[config.mk]
export PLATFORM = sky130hd
export DESIGN_NAME = scan_test_ctrl
export DESIGN_NICKNAME = d
export VERILOG_FILES = /design/src/rtl/scan_test_ctrl.sv
export SDC_FILE = /design/constraint.sdc
export NUM_CORES = 1
export LEC_CHECK = 0
export CORE_AREA = 2 2 98 62
export CTS_CLUSTER_DIAMETER = 50
export CTS_CLUSTER_SIZE = 28
export DETAILED_ROUTE_END_ITERATION = 7
export DIE_AREA = 0 0 100 64
export PLACE_DENSITY = 0.84
export REMOVE_ABC_BUFFERS = 1
export SLEW_MARGIN = 10
export SYNTH_ARGS = -nofsm -noshare
export SYNTH_HDL_FRONTEND = slang
export SYNTH_SLANG_ARGS = --single-unit
[constraint.sdc]
create_clock -name CLK -period 3.8 [get_ports CLK]
set_input_delay 0.57 -clock CLK [delete_from_list [all_inputs] [get_ports CLK]]
set_output_delay 0.57 -clock CLK [all_outputs]
set_load 0.01 [all_outputs]
[src/rtl/scan_test_ctrl.sv]
// Scan test sequencer: streams load/unload beats into parallel scan chains,
// inserts capture clocks between patterns and scores the unloaded responses.
module scan_test_ctrl #(
  parameter int NUM_CHAINS = 4,
  parameter int CHAIN_LEN  = 8,
  parameter int PAT_W      = 8,
  parameter int CAP_CYCLES = 1
) (
  input  logic                  CLK,
  input  logic                  resetn,
  input  logic                  start,
  input  logic                  abort,
  input  logic [PAT_W-1:0]      num_pat,
  input  logic                  stim_valid,
  output logic                  stim_ready,
  input  logic [NUM_CHAINS-1:0] stim_si,
  input  logic [NUM_CHAINS-1:0] stim_exp,
  input  logic [NUM_CHAINS-1:0] stim_mask,
  output logic [NUM_CHAINS-1:0] scan_in,
  input  logic [NUM_CHAINS-1:0] scan_out_core,
  output logic                  scan_mode,
  output logic                  core_clk_en,
  output logic                  busy,
  output logic                  done,
  output logic                  pass,
  output logic [15:0]           fail_cnt,
  output logic [PAT_W-1:0]      first_fail_pat
);
  localparam int BIT_W = (CHAIN_LEN  > 1) ? $clog2(CHAIN_LEN)  : 1;
  localparam int CAP_W = (CAP_CYCLES > 1) ? $clog2(CAP_CYCLES) : 1;
  localparam logic [BIT_W-1:0] BIT_LAST = BIT_W'(CHAIN_LEN - 1);
  localparam logic [CAP_W-1:0] CAP_LAST = CAP_W'(CAP_CYCLES - 1);

  typedef enum logic [1:0] {S_IDLE, S_SHIFT, S_CAP, S_DONE} state_t;

  state_t            state_q, state_d;
  logic [PAT_W-1:0]  pat_q, pat_d, np_q, np_d, ffp_q, ffp_d;
  logic [BIT_W-1:0]  bit_q, bit_d;
  logic [CAP_W-1:0]  cap_q, cap_d;
  logic [15:0]       fcnt_q, fcnt_d;
  logic              seen_q, seen_d;
  logic              mism;

  assign mism = |((scan_out_core ^ stim_exp) & stim_mask);

  always_comb begin
    state_d = state_q;
    pat_d   = pat_q;
    np_d    = np_q;
    ffp_d   = ffp_q;
    bit_d   = bit_q;
    cap_d   = cap_q;
    fcnt_d  = fcnt_q;
    seen_d  = seen_q;
    case (state_q)
      S_IDLE, S_DONE: begin
        if (start) begin
          np_d    = num_pat;
          pat_d   = '0;
          bit_d   = '0;
          cap_d   = '0;
          fcnt_d  = '0;
          ffp_d   = '0;
          seen_d  = 1'b0;
          state_d = (num_pat == '0) ? S_DONE : S_SHIFT;
        end
      end
      S_SHIFT: begin
        if (stim_valid) begin
          // pass 0 unloads whatever the core held before the session
          if (pat_q != '0 && mism) begin
            if (fcnt_q != 16'hFFFF) fcnt_d = fcnt_q + 16'd1;
            if (!seen_q) begin
              seen_d = 1'b1;
              ffp_d  = pat_q - PAT_W'(1);
            end
          end
          if (bit_q == BIT_LAST) begin
            bit_d   = '0;
            cap_d   = '0;
            state_d = (pat_q == np_q) ? S_DONE : S_CAP;
          end else begin
            bit_d = bit_q + BIT_W'(1);
          end
        end
      end
      S_CAP: begin
        if (cap_q == CAP_LAST) begin
          cap_d   = '0;
          pat_d   = pat_q + PAT_W'(1);
          state_d = S_SHIFT;
        end else begin
          cap_d = cap_q + CAP_W'(1);
        end
      end
      default: state_d = S_IDLE;
    endcase
    // abort discards the beat on its edge; results so far are kept
    if (abort) begin
      state_d = S_IDLE;
      pat_d   = '0;
      bit_d   = '0;
      cap_d   = '0;
      fcnt_d  = fcnt_q;
      ffp_d   = ffp_q;
      seen_d  = seen_q;
    end
  end

  always_ff @(posedge CLK) begin
    if (!resetn) begin
      state_q <= S_IDLE;
      pat_q   <= '0;
      np_q    <= '0;
      ffp_q   <= '0;
      bit_q   <= '0;
      cap_q   <= '0;
      fcnt_q  <= '0;
      seen_q  <= 1'b0;
    end else begin
      state_q <= state_d;
      pat_q   <= pat_d;
      np_q    <= np_d;
      ffp_q   <= ffp_d;
      bit_q   <= bit_d;
      cap_q   <= cap_d;
      fcnt_q  <= fcnt_d;
      seen_q  <= seen_d;
    end
  end

  assign stim_ready     = (state_q == S_SHIFT);
  assign scan_mode      = (state_q == S_SHIFT);
  assign scan_in        = (state_q == S_SHIFT) ? stim_si : '0;
  assign core_clk_en    = ((state_q == S_SHIFT) && stim_valid) || (state_q == S_CAP);
  assign busy           = (state_q == S_SHIFT) || (state_q == S_CAP);
  assign done           = (state_q == S_DONE);
  assign pass           = (state_q == S_DONE) && (fcnt_q == 16'd0);
  assign fail_cnt       = fcnt_q;
  assign first_fail_pat = ffp_q;
endmodule

[After elaboration in Yosys (flattened, before gate mapping)]
Index checks and enable logic that the tools add are counted.
Word-level totals
  register bits: 47
  latch bits: 0
  memory bits (writable): 0
  memory bits (read-only): 0
  input port bits: 29
  memories kept: 0
Cells by class
  $add $sub $neg: 5
  $mul: 0
  div/mod/pow operators: 0
  $lt $le $gt $ge: 0
  equality and inequality tests: 13
  shifts and indexed selects: 0
  mux-type cells: 32
  bitwise gates (word level): 4
  reductions and logical operators: 22
Operators with widths (number)
  16-bit 2-to-1 mux: 4
  8-bit 2-to-1 mux: 5
  16-bit case mux with 2 select lines: 1
  8-bit case mux with 2 select lines: 2
  16-bit by 1-bit adder with 16-bit output (second input constant): 1
  16-bit zero test: 1
  16-bit != test (second input constant): 1
  6-bit AND reduction: 2
  2-bit 2-to-1 mux: 5
  3-bit 2-to-1 mux: 3
  3-bit AND reduction: 3
  8-bit by 1-bit adder with 8-bit output (second input constant): 1
  8-bit equality test: 1
  8-bit zero test: 1
  2-bit != test (second input constant): 4
  8-bit nonzero test: 1
  8-bit by 1-bit subtractor with 8-bit output (second input constant): 1
  1-bit 2-to-1 mux: 7
  2-bit by 1-bit != test with 1-bit output (second input constant): 3
  2-bit case mux with 3 select lines: 1
  3-bit case mux with 2 select lines: 1
  5-bit AND reduction: 1
  4-bit AND: 1
  2-bit equality test (second input constant): 2
  17 further kinds: 23

[Longest topological paths before layout]
Gate-level depths: netlist (run 1).
  word-level depth: 7
  gate-level depth with buffers: 9
  gate-level depth less buffers: 7

[Worst setup path after synthesis (run 1)]
Ideal clock, no wire load.
  path kind: reg2out
  start point: register state_q[0]
  end point: output port scan_in[0]
  data arrival time: 1673 ps
  data required time: 3230 ps
  setup slack: 1557 ps
  stages on the path, launching flop included: 6
  cell sequence: dfxtp_1 ha_1 clkbuf_1 buf_2 clkbuf_1 and2_1
Between the ends
  cells in the longest elaborated chain, start to end: 2
RTL lines
  start: declaration: RTL line 36  | state_t state_q, state_d;
  start signal: assignment: RTL line 121  | state_q <= state_d;
  2-bit by 1-bit equality test with 1-bit output
  named net scan_mode: RTL line 21  | output logic scan_mode,
  4-bit 2-to-1 mux: RTL line 134  | assign scan_in = (state_q == S_SHIFT) ? stim_si : '0;
  end: declaration: RTL line 19  | output logic [NUM_CHAINS-1:0] scan_in,
The timed path passes the listed nets, and every way through them passes these cells.

[Final worst setup path (run 1)]
  start point: register fcnt_q[0] (netlist: fail_cnt[0])
  end point: output port pass
Between the ends
  cells in the longest elaborated chain, start to end: 2
RTL lines
  start: declaration: RTL line 40  | logic [15:0] fcnt_q, fcnt_d;
  start signal: assignment: RTL line 127  | fcnt_q <= fcnt_d;
  16-bit zero test: RTL line 138  | assign pass = (state_q == S_DONE) && (fcnt_q == 16'd0);
  1-bit logical AND: RTL line 138
  end: declaration: RTL line 25  | output logic pass,
Every way passes these cells.

==> flow_summary_export.csv, run 1 <==
group,metric,value,unit
timing,fin_crit,2700,ps
worst_hold_path,hold_path_class,"flip-flop to flip-flop",
drt,drc,0,
setup_path,critPathArrivalTime,2130,ps
logic_synthesis,async_reset_ff_share,0,%
clocking,cts_hold_buf,0,
logic_synthesis,synthAdderAreaFrac,4.26,%
pwr,p_leak,1.31,nW
global_routing,track_usage,25.3,%
logic_synthesis,synth_top_area_share,31.4,%
final_layout,register_area,921,um2
place,place_congestion,0.853,
clocking,cts_made_buffers,5,
die,dieWidth,100,um
die,core,5470,um2
setup_path,end_kind,"primary output",
clocking,cts_root_buf,"clkbuf_8",
global_routing,grt_use_met1,38.4,%
setup_path,cp_num_buf_inv,2,
logic_synthesis,synthCells,357,
timing,slew_headroom,48.2,%
timing,setup_tns,0,ps
logic_synthesis,ys_ff_latch,46,
worst_hold_path,hold_path_end,"first_fail_pat[5]$_SDFFE_PN0P_",
die,dieArea,6400,um2
final_layout,layout-drive-gt1-share,6.42,%
logic_synthesis,ys_types,55,
logic_synthesis,synth-edff-count,0,
clocking,h-tree-depth,2,
global_routing,grt_busiest_layer,"met1",
global_routing,grt_pass1_vias,2587,
pwr,powerDensity,277,nW/um2
setup_path,path_cells,"inv_1 > ha_1 > nor4b_1 > and4_1 > clkdlybuf4s50_1",
die,num_rows,21,
final_layout,final_common_cell,"clkdlybuf4s50_1",
clocking,postCtsSetupRepairBufs,0,
drt,first_pass_iters,6,
clocking,cts_max_path_buffers,2,
place,hpwl,5760,um
global_routing,antenna_found_initial,0,
setup_path,r2r_slack,1290,ps
timing,worst_slew_pin_slew,777,ps
setup_path,critical_path_class,"flip-flop to primary output",
drt,vias_per_cell,6.16,
setup_path,worst_setup_path_start_kind,"flip-flop",
logic_synthesis,yosysSeqAreaShare,31.4,%
clocking,clkTransAtPathRegs,100,ps
drt,drt-wirelength-per-cell,16.6,um
setup_path,rr_startpoint,"state_q[0]$_SDFFE_PP0P_",
clocking,clk_latency,310,ps
logic_synthesis,ys.flop_type,"dfxtp_1",
worst_hold_path,hp-start,"first_fail_pat[5]$_SDFFE_PN0P_",
logic_synthesis,syn_area,2930,um2
setup_path,reg2reg_depth,6,
final_layout,diodes,0,
die,ios,63,
logic_synthesis,synth_top_family_by_area,"simple AND/OR/NAND/NOR gates",
pwr,finalPower,1.01,mW
final_layout,final_cell_mix,"clkdlybuf4s50_1, dfxtp_1, nand2_1",
setup_path,critPathRequiredTime,3230,ps
logic_synthesis,synth_area_leaders,"dfxtp_1, a21oi_1, nand2_1, nand3_1, xor2_1",
die,initial_core_util,53.7,%
worst_hold_path,min_path_cells,2,
clocking,clock-sinks,46,
flow_run,drv_cap,0,
drt,ant_nets,0,
global_routing,grt_overflow,0,
timing,post-route-period-util,71.1,%
global_routing,grt_max_degree,41,
final_layout,syn2layout_area_growth,24.1,%
final_layout,final_nets,443,
timing,hold_violations,0,
drt,drt_iter0_drc,259,
pwr,peakVddDrop,0.000266,V
drt,wl,7880,um
clocking,cts_tree,"yes",
logic_synthesis,yosys.area.top_type,"dfxtp_1",
timing,slew_viol_final,0,
timing,max_freq,370,MHz
final_layout,multi_input_area,1870,um2
logic_synthesis,synth_compound_area_share,19.4,%
setup_path,timing.rr.end,"fail_cnt[11]$_SDFFE_PN0P_",
logic_synthesis,synth-xor-area-share,6.87,%
place,portBuffers,62,
timing,setup_viol,0,
timing,fin_skew,10.5,ps
setup_path,cp_max_fo,5,
drt,vias,2921,
global_routing,met3_usage,4.49,%
status,status,"completed",
global_routing,grt_use_met2,36.7,%
setup_path,cpPeakStageDelay,530,ps
final_layout,fill_cells,466,
setup_path,path_delay_family,"simple AND/OR/NAND/NOR gates",
global_routing,grt_pass1_wl,12900,um
logic_synthesis,synth_mux_area_share,1.07,%
logic_synthesis,synth-simple-area-share,32.0,%
timing,rsz0062_at_grt,"no",
die,die_height,64,um
setup_path,cpMaxStageDelayCell,"clkdlybuf4s50_1",
logic_synthesis,post_synth.cell_area_avg,8.22,um2
logic_synthesis,yosysWarningCount,0,
clocking,postCtsResizedCells,0,
-- sequential cells by signal, summed over array words and instances (netlist names) --
signal          flops
bit_q               3
fail_cnt           16
first_fail_pat      8
np_q                8
pat_q               8
seen_q              1
state_q             2
-- worst max-delay path by stage --
stage / startpoint / end / cells past startpoint
floorplan: state_q[0]$_SDFFE_PP0P_ / fail_cnt[11]$_SDFFE_PN0P_ / 6
global placement: stim_exp[3] / fail_cnt[8]$_SDFFE_PN0P_ / 6
detailed placement: start / fail_cnt[15]$_SDFFE_PN0P_ / 6
CTS: fail_cnt[0]$_SDFFE_PN0P_ / pass / 5
global route: fail_cnt[0]$_SDFFE_PN0P_ / pass / 5
finish: fail_cnt[0]$_SDFFE_PN0P_ / pass / 5
-- cells in the mapped netlist, types with 3 or more instances --
cell type / n
dfxtp_1: 46
nand3_1: 33
o21ai_0: 7
nand2_1: 45
clkbuf_1: 13
ha_1: 10
or3_1: 5
and4_1: 4
a31oi_1: 4
nor4_1: 8
and2_1: 6
a311o_1: 7
xnor2_1: 6
a21oi_1: 37
xor2_1: 17
nor4_4: 3
nor2_1: 18
or4_1: 3
inv_1: 10
nand4b_1: 11
nor3_1: 4
a211o_1: 4
nand4_1: 9
buf_2: 7
-- area by class of cell --
type | count | area share, %
Clock buffer | 5 | 1.89
Sequential cell | 46 | 25.3
Timing Repair Buffer | 64 | 17.5
Tap cell | 69 | 2.37
Clock inverter | 3 | 0.688
Inverter | 10 | 1.03
Multi-Input combinational cell | 277 | 51.3
-- worst min-delay path, cell delays in order, from the launching register on --
cell and delay (ps):
dfxtp_1 320, nand3_1 60, a21oi_1 50
-- kinds of logic after synthesis --
family	count (synthesis)
multiplexers	3
AND/OR/NAND/NOR	161
XOR/XNOR	23
flip-flops	46
adder cells (fa/ha/maj)	10
AO/OA/AOI/OAI	80
buffers and inverters	34
-- metal layers --
layer	vias to the layer above	wire length, um
met5	-	0
met1	1330	3700
li1	1424	-
met2	159	3390
met4	0	52
met3	8	738
-- report_power, final --
part / total, mW / switching (mW) / internal, mW
logic: 0.182 / 0.107 / 0.0743
registers: 0.497 / 0.00688 / 0.490
clock network: 0.328 / 0.195 / 0.133
total: 1.01 / 0.309 / 0.698
-- through the flow --
stage | cell area, um2 | utilization [%] | setup slack, ps | instances | hold slack, ps
6_report | 3640 | 66.6 | 1100 | 474 | 471
5_1_grt | 3640 | 66.6 | 944 | 474 | 498
4_1_cts | 3640 | 66.6 | 1090 | 474 | 470
3_5_place_dp | 3550 | 64.9 | 1240 | 466 | 457
3_3_place_gp | 3550 | 64.9 | 1290 | 466 | 443
2_1_floorplan | 2820 | - | 1260 | 333 | 436
No activity file was read; power rests on OpenSTA's default activity.
==> run 2: changes to the inputs <==
--- a/config.mk
+++ b/config.mk
@@ -5,12 +5,12 @@
 export SDC_FILE = /design/constraint.sdc
 export NUM_CORES = 1
 export LEC_CHECK = 0
-export CORE_AREA = 2 2 98 62
+export CORE_AREA = 2 2 107 67
 export CTS_CLUSTER_DIAMETER = 50
 export CTS_CLUSTER_SIZE = 28
 export DETAILED_ROUTE_END_ITERATION = 7
-export DIE_AREA = 0 0 100 64
-export PLACE_DENSITY = 0.84
+export DIE_AREA = 0 0 109 69
+export PLACE_DENSITY = 0.75
 export REMOVE_ABC_BUFFERS = 1
 export SLEW_MARGIN = 10
 export SYNTH_ARGS = -nofsm -noshare
==> constraint.sdc (replaced) <==
create_clock -name CLK -period 2.4 [get_ports CLK]
set_input_delay 0.36 -clock CLK [delete_from_list [all_inputs] [get_ports CLK]]
set_output_delay 0.36 -clock CLK [all_outputs]
set_load 0.01 [all_outputs]
==> run 2 against run 1 <==
Net effect:
- cell area is 5.3% higher
- worst setup slack worse by 1000 ps
- critical path depth decreased by 1
- via count grew 1.6%
- clock-buffer cell count increased by 3
- cell count is 7.0% higher
- utilization fell by 8.0 points
- combinational power up 75%
- non-clock buffer count up 15
==> flow_summary_export.csv, run 2 (synthesized netlist as in run 1, its figures left out) <==
group,metric,value,unit
status,status,"completed",
timing,fin_skew,6.13,ps
clocking,h-tree-depth,2,
global_routing,grt_overflow,0,
setup_path,critPathRequiredTime,2040,ps
global_routing,antenna_found_initial,0,
die,initial_core_util,44.9,%
final_layout,instances_no_fill,507,
final_layout,syn2layout_area_growth,30.6,%
timing,setup_viol,0,
die,core,6530,um2
pwr,powerDensity,437,nW/um2
timing,hold_violations,0,
die,die_height,69,um
die,dieArea,7520,um2
worst_hold_path,hold_path_class,"flip-flop to flip-flop",
worst_hold_path,hold_path_end,"np_q[5]$_SDFFE_PN0P_",
clocking,cts_root_buf,"clkbuf_8",
drt,vias,2968,
timing,fin_crit,2300,ps
drt,first_pass_iters,5,
global_routing,track_usage,22.5,%
drt,ant_nets,0,
drt,drc,0,
global_routing,grt_max_degree,37,
setup_path,critical_path_class,"flip-flop to primary output",
timing,slew_viol_final,0,
place,hpwl,6370,um
setup_path,cp_max_fo,13,
place,dp_slack,106,ps
clocking,clkTransAtPathRegs,90,ps
timing,max_freq,434,MHz
timing,worst_slack,96.3,ps
setup_path,cpPeakStageDelay,550,ps
pwr,p_leak,1.41,nW
place,portBuffers,62,
pwr,peakVddDrop,0.000297,V
drt,drt-wirelength-per-cell,16.6,um
setup_path,rr_startpoint,"state_q[0]$_SDFFE_PP0P_",
final_layout,final_common_cell,"clkdlybuf4s50_1",
setup_path,reg2reg_depth,8,
place,place_congestion,0.866,
final_layout,post-route-util,58.6,%
clocking,cts_made_buffers,5,
place,dp.cells,499,
clocking,cts_hold_buf,0,
setup_path,critPathArrivalTime,1940,ps
timing,rsz0062_at_grt,"no",
final_layout,layout-drive-gt1-share,10.5,%
setup_path,timing.rr.end,"fail_cnt[13]$_SDFFE_PN0P_",
final_layout,largest_reg_flops,16,
worst_hold_path,min_path_cells,2,
clocking,clk_latency,300,ps
setup_path,end_kind,"primary output",
setup_path,path_cells,"ha_2 > buf_6 > buf_4 > clkdlybuf4s50_1",
final_layout,diodes,0,
die,dieWidth,109,um
drt,drt_iter0_drc,309,
global_routing,grt_pass1_vias,2775,
setup_path,r2r_slack,300,ps
drt,wl,8400,um
die,ios,63,
timing,worst_slew_pin_slew,520,ps
worst_hold_path,hp-start,"np_q[5]$_SDFFE_PN0P_",
clocking,cts_tree,"yes",
final_layout,final_cell_mix,"clkdlybuf4s50_1, dfxtp_1, nand2_1",
timing,slew_headroom,65.1,%
clocking,cts_max_path_buffers,2,
clocking,clock-sinks,46,
flow_run,drv_cap,0,
setup_path,cpMaxStageDelayCell,"clkdlybuf4s50_1",
drt,vias_per_cell,5.85,
die,num_rows,23,
final_layout,final_nets,458,
timing,post-route-period-util,96.0,%
setup_path,worst_setup_path_start_kind,"flip-flop",
global_routing,grt_pass1_wl,13600,um
## run 2: what timing repair did
item,in CTS,in global routing
buffers inserted,0,0
pin swaps,0,0
resized for setup,2,3
setup endpoints to repair,3,3
hold endpoints to repair,0,0
## run 2: final cells by class
cell class                      instances  area [um2]
Multi-Input combinational cell        277        1890
Fill cell                             607        2700
Sequential cell                        46         921
Timing Repair Buffer                   79         764
Clock buffer                            8         110
Inverter                               10        37.5
Tap cell                               87         109
## run 2: layer usage
layer  part of all wire [%]  global-route usage [%]
met1                     49                    33.6
met2                     42                    33.1
met3                    8.9                    5.20
met4                   0.30                    3.85
met5                      0                       0
## run 2: worst max-delay path by stage
stage,end,slack [ps],start,depth (start not counted)
floorplan,fail_cnt[11]$_SDFFE_PN0P_,-140,state_q[0]$_SDFFE_PP0P_,6
global placement,fail_cnt[4]$_SDFFE_PN0P_,150,stim_exp[3],7
detailed placement,fail_cnt[10]$_SDFFE_PN0P_,110,scan_out_core[3],7
CTS,stim_ready,60,state_q[1]$_SDFFE_PP0P_,5
global route,stim_ready,20,state_q[1]$_SDFFE_PP0P_,5
finish,stim_ready,100,state_q[0]$_SDFFE_PP0P_,4
## run 2: worst max-delay path: cells and delay by family, from the launching register on
family	cells	cell delay, ps
buf+inv	3	940
flops	1	410
fa+ha+maj	1	280
## run 2: stage by stage
stage	total power [mW]	cell area, um2	TNS (ps)	hold slack, ps
floorplan	0.957	2820	-1130	436
global placement	1.11	3690	0	443
detailed placement	1.11	3690	0	460
CTS	1.67	3810	0	471
global route	1.74	3830	0	484
finish	1.67	3830	0	470
## run 2: report_power, final
| part | switching (mW) | internal, mW | leakage [nW] | total [mW] |
|---|---|---|---|---|
| clock network | 0.276 | 0.292 | 0.0575 | 0.568 |
| registers | 0.0114 | 0.776 | 0.372 | 0.787 |
| logic | 0.178 | 0.140 | 0.985 | 0.318 |
==> run 3: changes to the inputs <==
==> config.mk (replaced) <==
export PLATFORM = sky130hd
export DESIGN_NAME = scan_test_ctrl
export DESIGN_NICKNAME = d
export VERILOG_FILES = /design/src/rtl/scan_test_ctrl.sv
export SDC_FILE = /design/constraint.sdc
export NUM_CORES = 1
export LEC_CHECK = 0
export ABC_AREA = 1
export CORE_AREA = 2 2 105 66
export CTS_CLUSTER_DIAMETER = 50
export CTS_CLUSTER_SIZE = 28
export DETAILED_ROUTE_END_ITERATION = 7
export DIE_AREA = 0 0 107 68
export PLACE_DENSITY = 0.75
export REMOVE_ABC_BUFFERS = 1
export SYNTH_ARGS = -nofsm -noshare
export SYNTH_HDL_FRONTEND = slang
export SYNTH_SLANG_ARGS = --single-unit
==> run 3 against run 2 <==
Net effect:
- synthesized area down 3.6%
- power up 11%
- hold slack worse by 0.59 ps
- clock power up 4.6%
- critical path type unchanged
==> flow_summary_export.csv, run 3 <==
group,metric,value,unit
status,status,"completed",
final_layout,final_nets,520,
die,dieWidth,107,um
clocking,cts_tree,"yes",
clocking,cts_root_buf,"clkbuf_8",
global_routing,antenna_found_initial,0,
setup_path,worst_setup_path_start_kind,"flip-flop",
final_layout,syn2layout_area_growth,29.3,%
timing,slew_viol_final,0,
global_routing,track_usage,20.5,%
clocking,clkTransAtPathRegs,100,ps
drt,drc,0,
clocking,postCtsResizedCells,0,
logic_synthesis,ys.flop_type,"dfxtp_1",
drt,drt_iter0_drc,205,
final_layout,final_common_cell,"nor2_1",
die,initial_core_util,44.1,%
drt,vias_per_cell,5.02,
clocking,cts_hold_buf,0,
global_routing,grt_max_degree,29,
place,portBuffers,62,
clocking,cts_made_buffers,5,
setup_path,cp_max_fo,6,
pwr,powerDensity,510,nW/um2
clocking,clock-sinks,46,
place,hpwl,5400,um
setup_path,critical_path_class,"flip-flop to primary output",
die,core,6420,um2
clocking,postCtsSetupRepairBufs,0,
drt,drt-wirelength-per-cell,12.7,um
logic_synthesis,async_reset_ff_share,0,%
die,die_height,68,um
timing,setup_viol,0,
logic_synthesis,yosysWarningCount,0,
clocking,cts_max_path_buffers,2,
final_layout,fill_cells,561,
setup_path,critPathArrivalTime,1880,ps
timing,slew_headroom,68.9,%
timing,rsz0062_at_grt,"no",
logic_synthesis,ys_types,36,
logic_synthesis,yosys.area.top_type,"dfxtp_1",
logic_synthesis,synthCells,419,
drt,wl,7200,um
logic_synthesis,synth_common_cells,"nor2_1, nand2_1, inv_1",
place,place_congestion,0.959,
timing,fin_crit,2240,ps
clocking,clk_latency,300,ps
final_layout,register_area,921,um2
logic_synthesis,synth_most_common_cell,"nor2_1",
final_layout,layout-drive-gt1-share,8.71,%
logic_synthesis,ys_ff_latch,46,
drt,ant_nets,0,
setup_path,crit_path_start,"state_q[0]$_SDFFE_PP0P_",
timing,hold_violations,0,
setup_path,endpoint,"core_clk_en",
worst_hold_path,hold_path_class,"flip-flop to flip-flop",
drt,first_pass_iters,5,
pwr,finalPower,1.86,mW
die,ios,63,
logic_synthesis,syn_area,2830,um2
drt,vias,2855,
global_routing,grt_pass1_vias,2491,
global_routing,grt_overflow,0,
clocking,h-tree-depth,2,
setup_path,r2r_slack,220,ps
setup_path,reg2reg_depth,9,
setup_path,end_kind,"primary output",
timing,setup_tns,0,ps
timing,post-route-period-util,93.4,%
logic_synthesis,yosysSeqAreaShare,32.6,%
setup_path,critPathRequiredTime,2040,ps
final_layout,multi_input_area,1600,um2
logic_synthesis,post_synth.cell_area_avg,6.75,um2
timing,max_freq,446,MHz
die,dieArea,7280,um2
die,num_rows,23,
final_layout,largest_reg_flops,16,
timing,worst_slew_pin_slew,465,ps
global_routing,grt_pass1_wl,11900,um
pwr,peakVddDrop,0.000264,V
pwr,p_leak,1.55,nW
logic_synthesis,synth_top_area_share,32.6,%
final_layout,diodes,0,
flow_run,drv_cap,0,
logic_synthesis,synth_area_leaders,"dfxtp_1, nor2_1, nand2_1, inv_1, a21oi_1",
timing,fin_skew,8.05,ps
setup_path,timing.rr.end,"fail_cnt[12]$_SDFFE_PN0P_",
logic_synthesis,synth-edff-count,0,
setup_path,rr_startpoint,"state_q[0]$_SDFFE_PP0P_",
final_layout,final_cell_mix,"nor2_1, nand2_1, inv_1, clkdlybuf4s50_1, dfxtp_1",
## run 3: per-layer routing
layer  global-route usage [%]  up-vias  share of wire, %
met5                        0        -                 0
li1                         -     1478                 -
met4                     3.73        0              0.61
met2                     32.2      100                42
met1                     29.2     1271                49
met3                     4.76        6               8.0
## run 3: power breakdown
part | leakage [nW] | switching [mW] | internal (mW)
Clock | 0.0504 | 0.284 | 0.310
Sequential | 0.374 | 0.0284 | 0.798
Combinational | 1.12 | 0.252 | 0.193
Total | 1.55 | 0.564 | 1.30
## run 3: cells by family after synthesis
logic type | after synthesis | synth area share (%)
adders and majority gates | 10 | 4.42
AOI/OAI and AO/OA | 84 | 17.6
and+or+nand+nor | 195 | 32.2
xor gates and xnor gates | 7 | 2.17
DFF | 46 | 32.6
buffers and inverters | 77 | 11.1
## run 3: worst max-delay path, cell delays in order (launching register included)
cell and delay, ps:
dfxtp_1 400, ha_2 320, inv_2 90, o21ai_0 200, clkdlybuf4s50_1 570
## run 3: worst min-delay path by stage
stage                                        start                             end  slack [ps]  cells past startpoint
finish              first_fail_pat[2]$_SDFFE_PN0P_  first_fail_pat[2]$_SDFFE_PN0P_         470                      2
global route        first_fail_pat[2]$_SDFFE_PN0P_  first_fail_pat[2]$_SDFFE_PN0P_         490                      2
detailed placement  first_fail_pat[6]$_SDFFE_PN0P_  first_fail_pat[6]$_SDFFE_PN0P_         460                      2
floorplan                     np_q[7]$_SDFFE_PN0P_            np_q[7]$_SDFFE_PN0P_         440                      2
CTS                 first_fail_pat[6]$_SDFFE_PN0P_  first_fail_pat[6]$_SDFFE_PN0P_         470                      2
global placement    first_fail_pat[7]$_SDFFE_PN0P_  first_fail_pat[7]$_SDFFE_PN0P_         450                      2
## run 3: area by class of cell
class                           count  share of cell area (%)
Inverter                           65                    6.67
Clock inverter                      3                    1.23
Clock buffer                        5                    1.88
Timing Repair Buffer               67                    18.4
Tap cell                           87                    2.98
Sequential cell                    46                    25.2
Multi-Input combinational cell    296                    43.7
## run 3: per-stage QoR
step                cells  hold slack, ps  cell area, um2  util, %  setup slack, ps
global route          569             488            3660     57.0             28.6
CTS                   569             469            3650     56.9             14.9
finish                569             469            3660     57.0              159
global placement      561             449            3540     55.1              274
floorplan             407             435            2760        -              119
detailed placement    561             457            3540     55.1              220
